<file path="src/rtl/div_rr_scheduler_if.sv">
// Request/response bundle for the shared round-robin divider.
interface div_rr_scheduler_if #(
  parameter int unsigned N = 8,
  parameter int unsigned R = 4
);
  localparam int unsigned IW = $clog2(R);

  logic [R-1:0]   req_valid;
  logic [R-1:0]   req_ready;
  logic [R*N-1:0] req_dd;
  logic [R*N-1:0] req_dr;
  logic           rsp_valid;
  logic           rsp_ready;
  logic [IW-1:0]  rsp_id;
  logic [N-1:0]   rsp_quo;
  logic [N-1:0]   rsp_rem;
  logic           rsp_dz;
  logic           busy;

  modport master (
    output req_valid, req_dd, req_dr, rsp_ready,
    input  req_ready, rsp_valid, rsp_id, rsp_quo, rsp_rem, rsp_dz, busy
  );

  modport slave (
    input  req_valid, req_dd, req_dr, rsp_ready,
    output req_ready, rsp_valid, rsp_id, rsp_quo, rsp_rem, rsp_dz, busy
  );
endinterface

</file>
<file path="src/rtl/div_rr_scheduler.sv">
// One iterative non-restoring unsigned divider time-shared among R requesters
// through a round-robin arbiter; one operation in flight at a time.
module div_rr_scheduler #(
  parameter int unsigned N = 8,
  parameter int unsigned R = 4
) (
  input  logic               clk,
  input  logic               rst,
  div_rr_scheduler_if.slave  bus
);
  localparam int unsigned IW = $clog2(R);
  localparam int unsigned CW = $clog2(N + 1);

  typedef enum logic [1:0] {IDLE, RUN, DONE} state_t;

  state_t        state;
  logic [IW-1:0] ptr;
  logic [IW-1:0] id_q;
  logic [CW-1:0] cnt;
  logic [N:0]    acc;
  logic [N-1:0]  q;
  logic [N-1:0]  d;
  logic          dz_q;

  logic          rsp_valid_q;
  logic [IW-1:0] rsp_id_q;
  logic [N-1:0]  rsp_quo_q;
  logic [N-1:0]  rsp_rem_q;
  logic          rsp_dz_q;

  logic          found;
  logic [IW-1:0] win;
  logic [N-1:0]  dd_sel;
  logic [N-1:0]  dr_sel;
  logic [N:0]    acc_sh;
  logic [N:0]    acc_nx;
  logic [N-1:0]  q_nx;
  logic [N:0]    rem_fix;

  // Round-robin search: first valid index at or after ptr, wrapping at R.
  always_comb begin
    found = 1'b0;
    win   = '0;
    for (int k = 0; k < int'(R); k++) begin
      if (!found && bus.req_valid[(int'(ptr) + k) % int'(R)]) begin
        found = 1'b1;
        win   = IW'((int'(ptr) + k) % int'(R));
      end
    end
  end

  assign dd_sel = bus.req_dd[int'(win) * int'(N) +: N];
  assign dr_sel = bus.req_dr[int'(win) * int'(N) +: N];

  assign bus.req_ready = (found && state == IDLE && !rst) ? (R'(1) << win) : '0;

  // One non-restoring step; N+1-bit wrap arithmetic stays exact since every
  // committed partial remainder lies in [-d, d).
  always_comb begin
    acc_sh  = {acc[N-1:0], q[N-1]};
    acc_nx  = acc[N] ? (acc_sh + {1'b0, d}) : (acc_sh - {1'b0, d});
    q_nx    = {q[N-2:0], ~acc_nx[N]};
    rem_fix = acc_nx[N] ? (acc_nx + {1'b0, d}) : acc_nx;
  end

  always_ff @(posedge clk or posedge rst) begin
    if (rst) begin
      state       <= IDLE;
      ptr         <= '0;
      id_q        <= '0;
      cnt         <= '0;
      acc         <= '0;
      q           <= '0;
      d           <= '0;
      dz_q        <= 1'b0;
      rsp_valid_q <= 1'b0;
      rsp_id_q    <= '0;
      rsp_quo_q   <= '0;
      rsp_rem_q   <= '0;
      rsp_dz_q    <= 1'b0;
    end else begin
      case (state)
        IDLE: begin
          if (found) begin
            id_q  <= win;
            ptr   <= (win == IW'(R - 1)) ? '0 : (win + IW'(1));
            acc   <= '0;
            q     <= dd_sel;
            d     <= dr_sel;
            dz_q  <= (dr_sel == '0);
            cnt   <= (dr_sel == '0) ? CW'(1) : CW'(N);
            state <= RUN;
          end
        end
        RUN: begin
          if (dz_q) begin
            // Divide by zero: skip the engine, report dividend as remainder.
            rsp_quo_q   <= '1;
            rsp_rem_q   <= q;
            rsp_dz_q    <= 1'b1;
            rsp_id_q    <= id_q;
            rsp_valid_q <= 1'b1;
            cnt         <= '0;
            state       <= DONE;
          end else begin
            acc <= acc_nx;
            q   <= q_nx;
            cnt <= cnt - CW'(1);
            if (cnt == CW'(1)) begin
              rsp_quo_q   <= q_nx;
              rsp_rem_q   <= rem_fix[N-1:0];
              rsp_dz_q    <= 1'b0;
              rsp_id_q    <= id_q;
              rsp_valid_q <= 1'b1;
              state       <= DONE;
            end
          end
        end
        DONE: begin
          if (bus.rsp_ready) begin
            rsp_valid_q <= 1'b0;
            rsp_dz_q    <= 1'b0;
            state       <= IDLE;
          end
        end
        default: state <= IDLE;
      endcase
    end
  end

  assign bus.rsp_valid = rsp_valid_q;
  assign bus.rsp_id    = rsp_id_q;
  assign bus.rsp_quo   = rsp_quo_q;
  assign bus.rsp_rem   = rsp_rem_q;
  assign bus.rsp_dz    = rsp_dz_q;
  assign bus.busy      = (state != IDLE);

endmodule

</file>
<file path="src/flat_wrapper.sv">
// flat-port wrapper written by rule: the top's interface ports become plain ports
module div_rr_scheduler_flat 
#(
  parameter int unsigned N = 8,
  parameter int unsigned R = 4
)
  (clk, rst, bus_req_valid, bus_req_dd, bus_req_dr, bus_rsp_ready, bus_req_ready, bus_rsp_valid, bus_rsp_id, bus_rsp_quo, bus_rsp_rem, bus_rsp_dz, bus_busy);
  div_rr_scheduler_if #(.N(N), .R(R)) bus_i ();
  input  logic clk;
  input  logic rst;
  input wire logic [$bits(bus_i.req_valid)-1:0] bus_req_valid;
  input wire logic [$bits(bus_i.req_dd)-1:0] bus_req_dd;
  input wire logic [$bits(bus_i.req_dr)-1:0] bus_req_dr;
  input wire logic [$bits(bus_i.rsp_ready)-1:0] bus_rsp_ready;
  output wire logic [$bits(bus_i.req_ready)-1:0] bus_req_ready;
  output wire logic [$bits(bus_i.rsp_valid)-1:0] bus_rsp_valid;
  output wire logic [$bits(bus_i.rsp_id)-1:0] bus_rsp_id;
  output wire logic [$bits(bus_i.rsp_quo)-1:0] bus_rsp_quo;
  output wire logic [$bits(bus_i.rsp_rem)-1:0] bus_rsp_rem;
  output wire logic [$bits(bus_i.rsp_dz)-1:0] bus_rsp_dz;
  output wire logic [$bits(bus_i.busy)-1:0] bus_busy;
  assign bus_i.req_valid = bus_req_valid;
  assign bus_i.req_dd = bus_req_dd;
  assign bus_i.req_dr = bus_req_dr;
  assign bus_i.rsp_ready = bus_rsp_ready;
  assign bus_req_ready = bus_i.req_ready;
  assign bus_rsp_valid = bus_i.rsp_valid;
  assign bus_rsp_id = bus_i.rsp_id;
  assign bus_rsp_quo = bus_i.rsp_quo;
  assign bus_rsp_rem = bus_i.rsp_rem;
  assign bus_rsp_dz = bus_i.rsp_dz;
  assign bus_busy = bus_i.busy;
  div_rr_scheduler #(.N(N), .R(R)) u_core (.clk(clk), .rst(rst), .bus(bus_i));
endmodule
</file>
<file path="config.mk">
export PLATFORM = sky130hd
export DESIGN_NAME = div_rr_scheduler_flat
export DESIGN_NICKNAME = d
export VERILOG_FILES = /design/src/rtl/div_rr_scheduler_if.sv /design/src/rtl/div_rr_scheduler.sv /design/src/flat_wrapper.sv
export SDC_FILE = /design/constraint.sdc
export NUM_CORES = 1
export LEC_CHECK = 0
export CORE_UTILIZATION = 35
export CTS_BUF_LIST = sky130_fd_sc_hd__clkbuf_8
export DETAILED_ROUTE_END_ITERATION = 8
export PLACE_DENSITY = 0.72
export SYNTH_ARGS = -nofsm -noshare
export SYNTH_HDL_FRONTEND = slang
export SYNTH_SLANG_ARGS = --single-unit
export TNS_END_PERCENT = 1
</file>
<file path="constraint.sdc">
create_clock -name clk -period 6.25 [get_ports clk]
set_input_delay 1.875 -clock clk [delete_from_list [all_inputs] [get_ports clk]]
set_output_delay 1.875 -clock clk [all_outputs]
set_load 0.01 [all_outputs]
</file>
==> flow_summary_export.csv <==
group,metric,value,unit
sta,finClkSkew,0.004299,ns
setup_path,r2r_cells,16,
logic_synthesis,synth_edf_count,0,
setup_path,critPathMaxFanout,10,
sta,relSlewSlack,25.90,%
cts,clk_pin_slew_worst_paths,0.10,ns
cts,cts.path.max_buffers,2,
floorplanning,fp-row-count,38,
setup_path,startpoint,"bus_req_valid[2]",
place,placed_area,5034,um^2
logic_synthesis,yosys_warnings,0,
power,p_int,1.688,mW
cts,clk_latency,0.31,ns
cts,htreeDepth,2,
floorplanning,ios,96,
detailed_routing,routedWlPerCell,15.81,um
floorplanning,die_w,108.3,um
sta,finalCriticalPeriod,5.890,ns
cts,cts-buffers-inserted,5,
cts,cts_resized,0,
setup_path,criticalPathCategory,"input pin to output pin",
power,finalPower,3.303,mW
cts,cts_tree,"yes",
detailed_routing,via_per_inst,5.499,
setup_path,cp-start-kind,"input pin",
power,switchingPower,1.614,mW
logic_synthesis,ys_seq_area_share,35.42,%
logic_synthesis,netlist_area,3956,um^2
sta,hold_viol_final,0,
logic_synthesis,ys.flop_type,"dfrtp_1",
power,power.leakage,2.224,nW
floorplanning,die_height,108.3,um
floorplanning,core,10940,um^2
grt,grt_antenna_before_repair,0,
cells_and_area,seq_area,1401,um^2
logic_synthesis,syn_avg_cell_area,8.851,um^2
setup_path,timing.reg2reg.setup_slack,2.26,ns
place,place.gp.congestion,0.8249,
detailed_routing,firstDrtPassIters,5,
sta,timing.fmax,0.1698,GHz
place,hpwl,8357,um
grt,grt_usage,19.26,%
cells_and_area,fin_nets,635,
logic_synthesis,ys_async_sr_fraction,100.0,%
cells_and_area,fillCellCount,1059,
detailed_routing,vias,3717,
cts,cts_sinks,56,
sta,setup_viol,0,
cells_and_area,multi_input_area,2360,um^2
setup_path,end_kind,"output pin",
power,power.density,645.1,nW/um^2
flow_run,maxCapViolCount,0,
run_status,status,"finished clean",
place,io_buffers,95,
detailed_routing,drt_iter0_drc,188,
cells_and_area,drive_gt1_share,6.343,%
sta,period_share,94.24,%
logic_synthesis,synth_cell_types,50,
cts,cts_setup_buffers,0,
cells_and_area,finalInstanceArea,5120,um^2
detailed_routing,drt-total-wl,10690,um
logic_synthesis,ys_ff_latch,56,
setup_path,cp-endpoint,"bus_req_ready[3]",
cells_and_area,diodes,0,
sta,rsz0062_at_grt,"no",
grt,grt_pass1_wl,18020,um
setup_path,timing.rr.end,"u_core.bus.rsp_rem[7]",
logic_synthesis,syn_inst,447,
setup_path,worstReg2RegStart,"u_core.d[0]",
grt,grt-ovfl-total,0,
grt,grt_pass1_vias,3652,
grt,grt_max_degree,57,
floorplanning,die_area,11730,um^2
cts,cts-root-buf,"clkbuf_8",
worst_hold_path,hp-class,"register to register",
cells_and_area,area_delta_synth_final,29.41,%
logic_synthesis,syn_nets,547,
setup_path,cp.arrival,4.02,ns
sta,maxSlewViolCount,0,
power,seqPwrFrac,21.2,%
cts,hold_buffers,0,
sta,worst_slew_pin_slew,1.109,ns
floorplanning,initial_utilization,36.18,%
detailed_routing,drc,0,
power,power_frac_comb,72.8,%
setup_path,cp.required,4.38,ns
power,ir_worst_vdd,337.5,uV
sta,timing.setup.tns,0,ns
detailed_routing,final_antenna_net_count,0,
power,p_clk_share,6.0,%
power,switching_share,48.88,%
registers in the layout, summed over array words and instances, names as in the netlist:
name / count
u_core.acc: 9
u_core.id_q: 2
u_core.state: 2
u_core.q: 8
u_core.d: 8
u_core.bus.rsp_valid: 1
u_core.bus.rsp_id: 2
u_core.bus.rsp_rem: 8
u_core.bus.rsp_quo: 8
u_core.dz_q: 1
u_core.ptr: 2
u_core.bus.rsp_dz: 1
u_core.cnt: 4
cell type report:
class	instances	share of cell area [%]
clock buffers	5	1.344
inverters	19	1.393
repair buffers	105	20.04
well taps	140	3.421
clock inverters	3	0.3421
multi-input cells	348	46.09
flip-flops and latches	56	27.37
critical path, cell delays in order:
cell	delay, ns
clkdlybuf4s50_1	0.54
and2b_4	0.18
a311oi_2	0.04
or2_1	0.28
inv_1	0.22
ha_1	0.23
and2_1	0.13
clkdlybuf4s50_1	0.53
metal layers:
layer  global-route usage, %  wire (um)  part of all wire [%]
met1                   27.22       4983                    47
met5                       0          0                     0
met2                   31.48       4893                    46
met4                   4.054        108                   1.0
met3                   2.471        701                   6.6
worst min path at each step:
stage / start / endpoint / slack [ns] / depth (start not counted)
after floorplan: u_core.id_q[0] / u_core.bus.rsp_id[0] / 0.44 / 2
after global placement: u_core.bus.rsp_id[0] / u_core.bus.rsp_id[0] / 0.47 / 2
after detailed placement: u_core.bus.rsp_id[0] / u_core.bus.rsp_id[0] / 0.48 / 2
after CTS: u_core.bus.rsp_id[0] / u_core.bus.rsp_id[0] / 0.50 / 2
after global routing: u_core.bus.rsp_id[0] / u_core.bus.rsp_id[0] / 0.52 / 2
final: u_core.bus.rsp_id[0] / u_core.bus.rsp_id[0] / 0.50 / 2
placed cells by master, fill, tap and decap left out, types with 3 or more instances in the layout:
master,n
clkdlybuf4s50_1,95
nand2_1,67
dfrtp_1,56
nor2_1,30
ha_1,27
o21ai_0,25
nor3b_1,18
inv_1,17
a21oi_1,17
a211oi_1,13
xnor2_1,12
o22a_1,11
o31ai_1,11
and3_1,10
a31oi_1,10
buf_4,10
a22o_1,8
a311o_1,8
nor3_1,7
xor2_1,7
a22oi_1,7
a21o_1,6
mux2i_1,6
a211oi_2,6
nand2b_1,5
and2_1,5
o22ai_1,5
clkbuf_8,5
nor4_1,3
inv_2,3
cells in the mapped netlist (11+ instances only):
cell,n,area (um^2)
o31ai_1,11,82.58
o22a_1,11,96.34
a21oi_1,17,85.08
xnor2_1,12,105.1
a211oi_1,13,97.59
clkbuf_1,16,60.06
nand2_1,67,251.5
o21ai_0,25,125.1
nor2_1,30,112.6
ha_1,27,337.8
dfrtp_1,56,1401
inv_1,17,63.81
nor3b_1,18,135.1
power by group through the flow:
stage	clock network, mW	logic [mW]	registers [mW]
floorplan	0	1.77	0.660
global placement	0	2.30	0.695
detailed placement	0	2.37	0.704
CTS	0.204	2.39	0.697
global route	0.219	2.68	0.722
finish	0.199	2.40	0.699
through the flow:
step	util [%]	instances	hold slack, ns	setup slack (ns)
2_1_floorplan	-	447	0.4386	0.8261
3_3_place_gp	46.03	668	0.4710	0.4176
3_5_place_dp	46.03	668	0.4796	0.3842
4_1_cts	46.82	676	0.5037	0.3702
5_1_grt	46.82	676	0.5170	0.2107
6_report	46.82	676	0.4991	0.3599
cell families after synthesis:
group / synth area share, %
flops: 35.42
fa+ha+maj: 9.551
xor+xnor: 4.206
buf+inv: 4.933
mux: 1.803
simple gates: 19.10
compound gates: 24.98
Power figures use the tool's default switching activity.
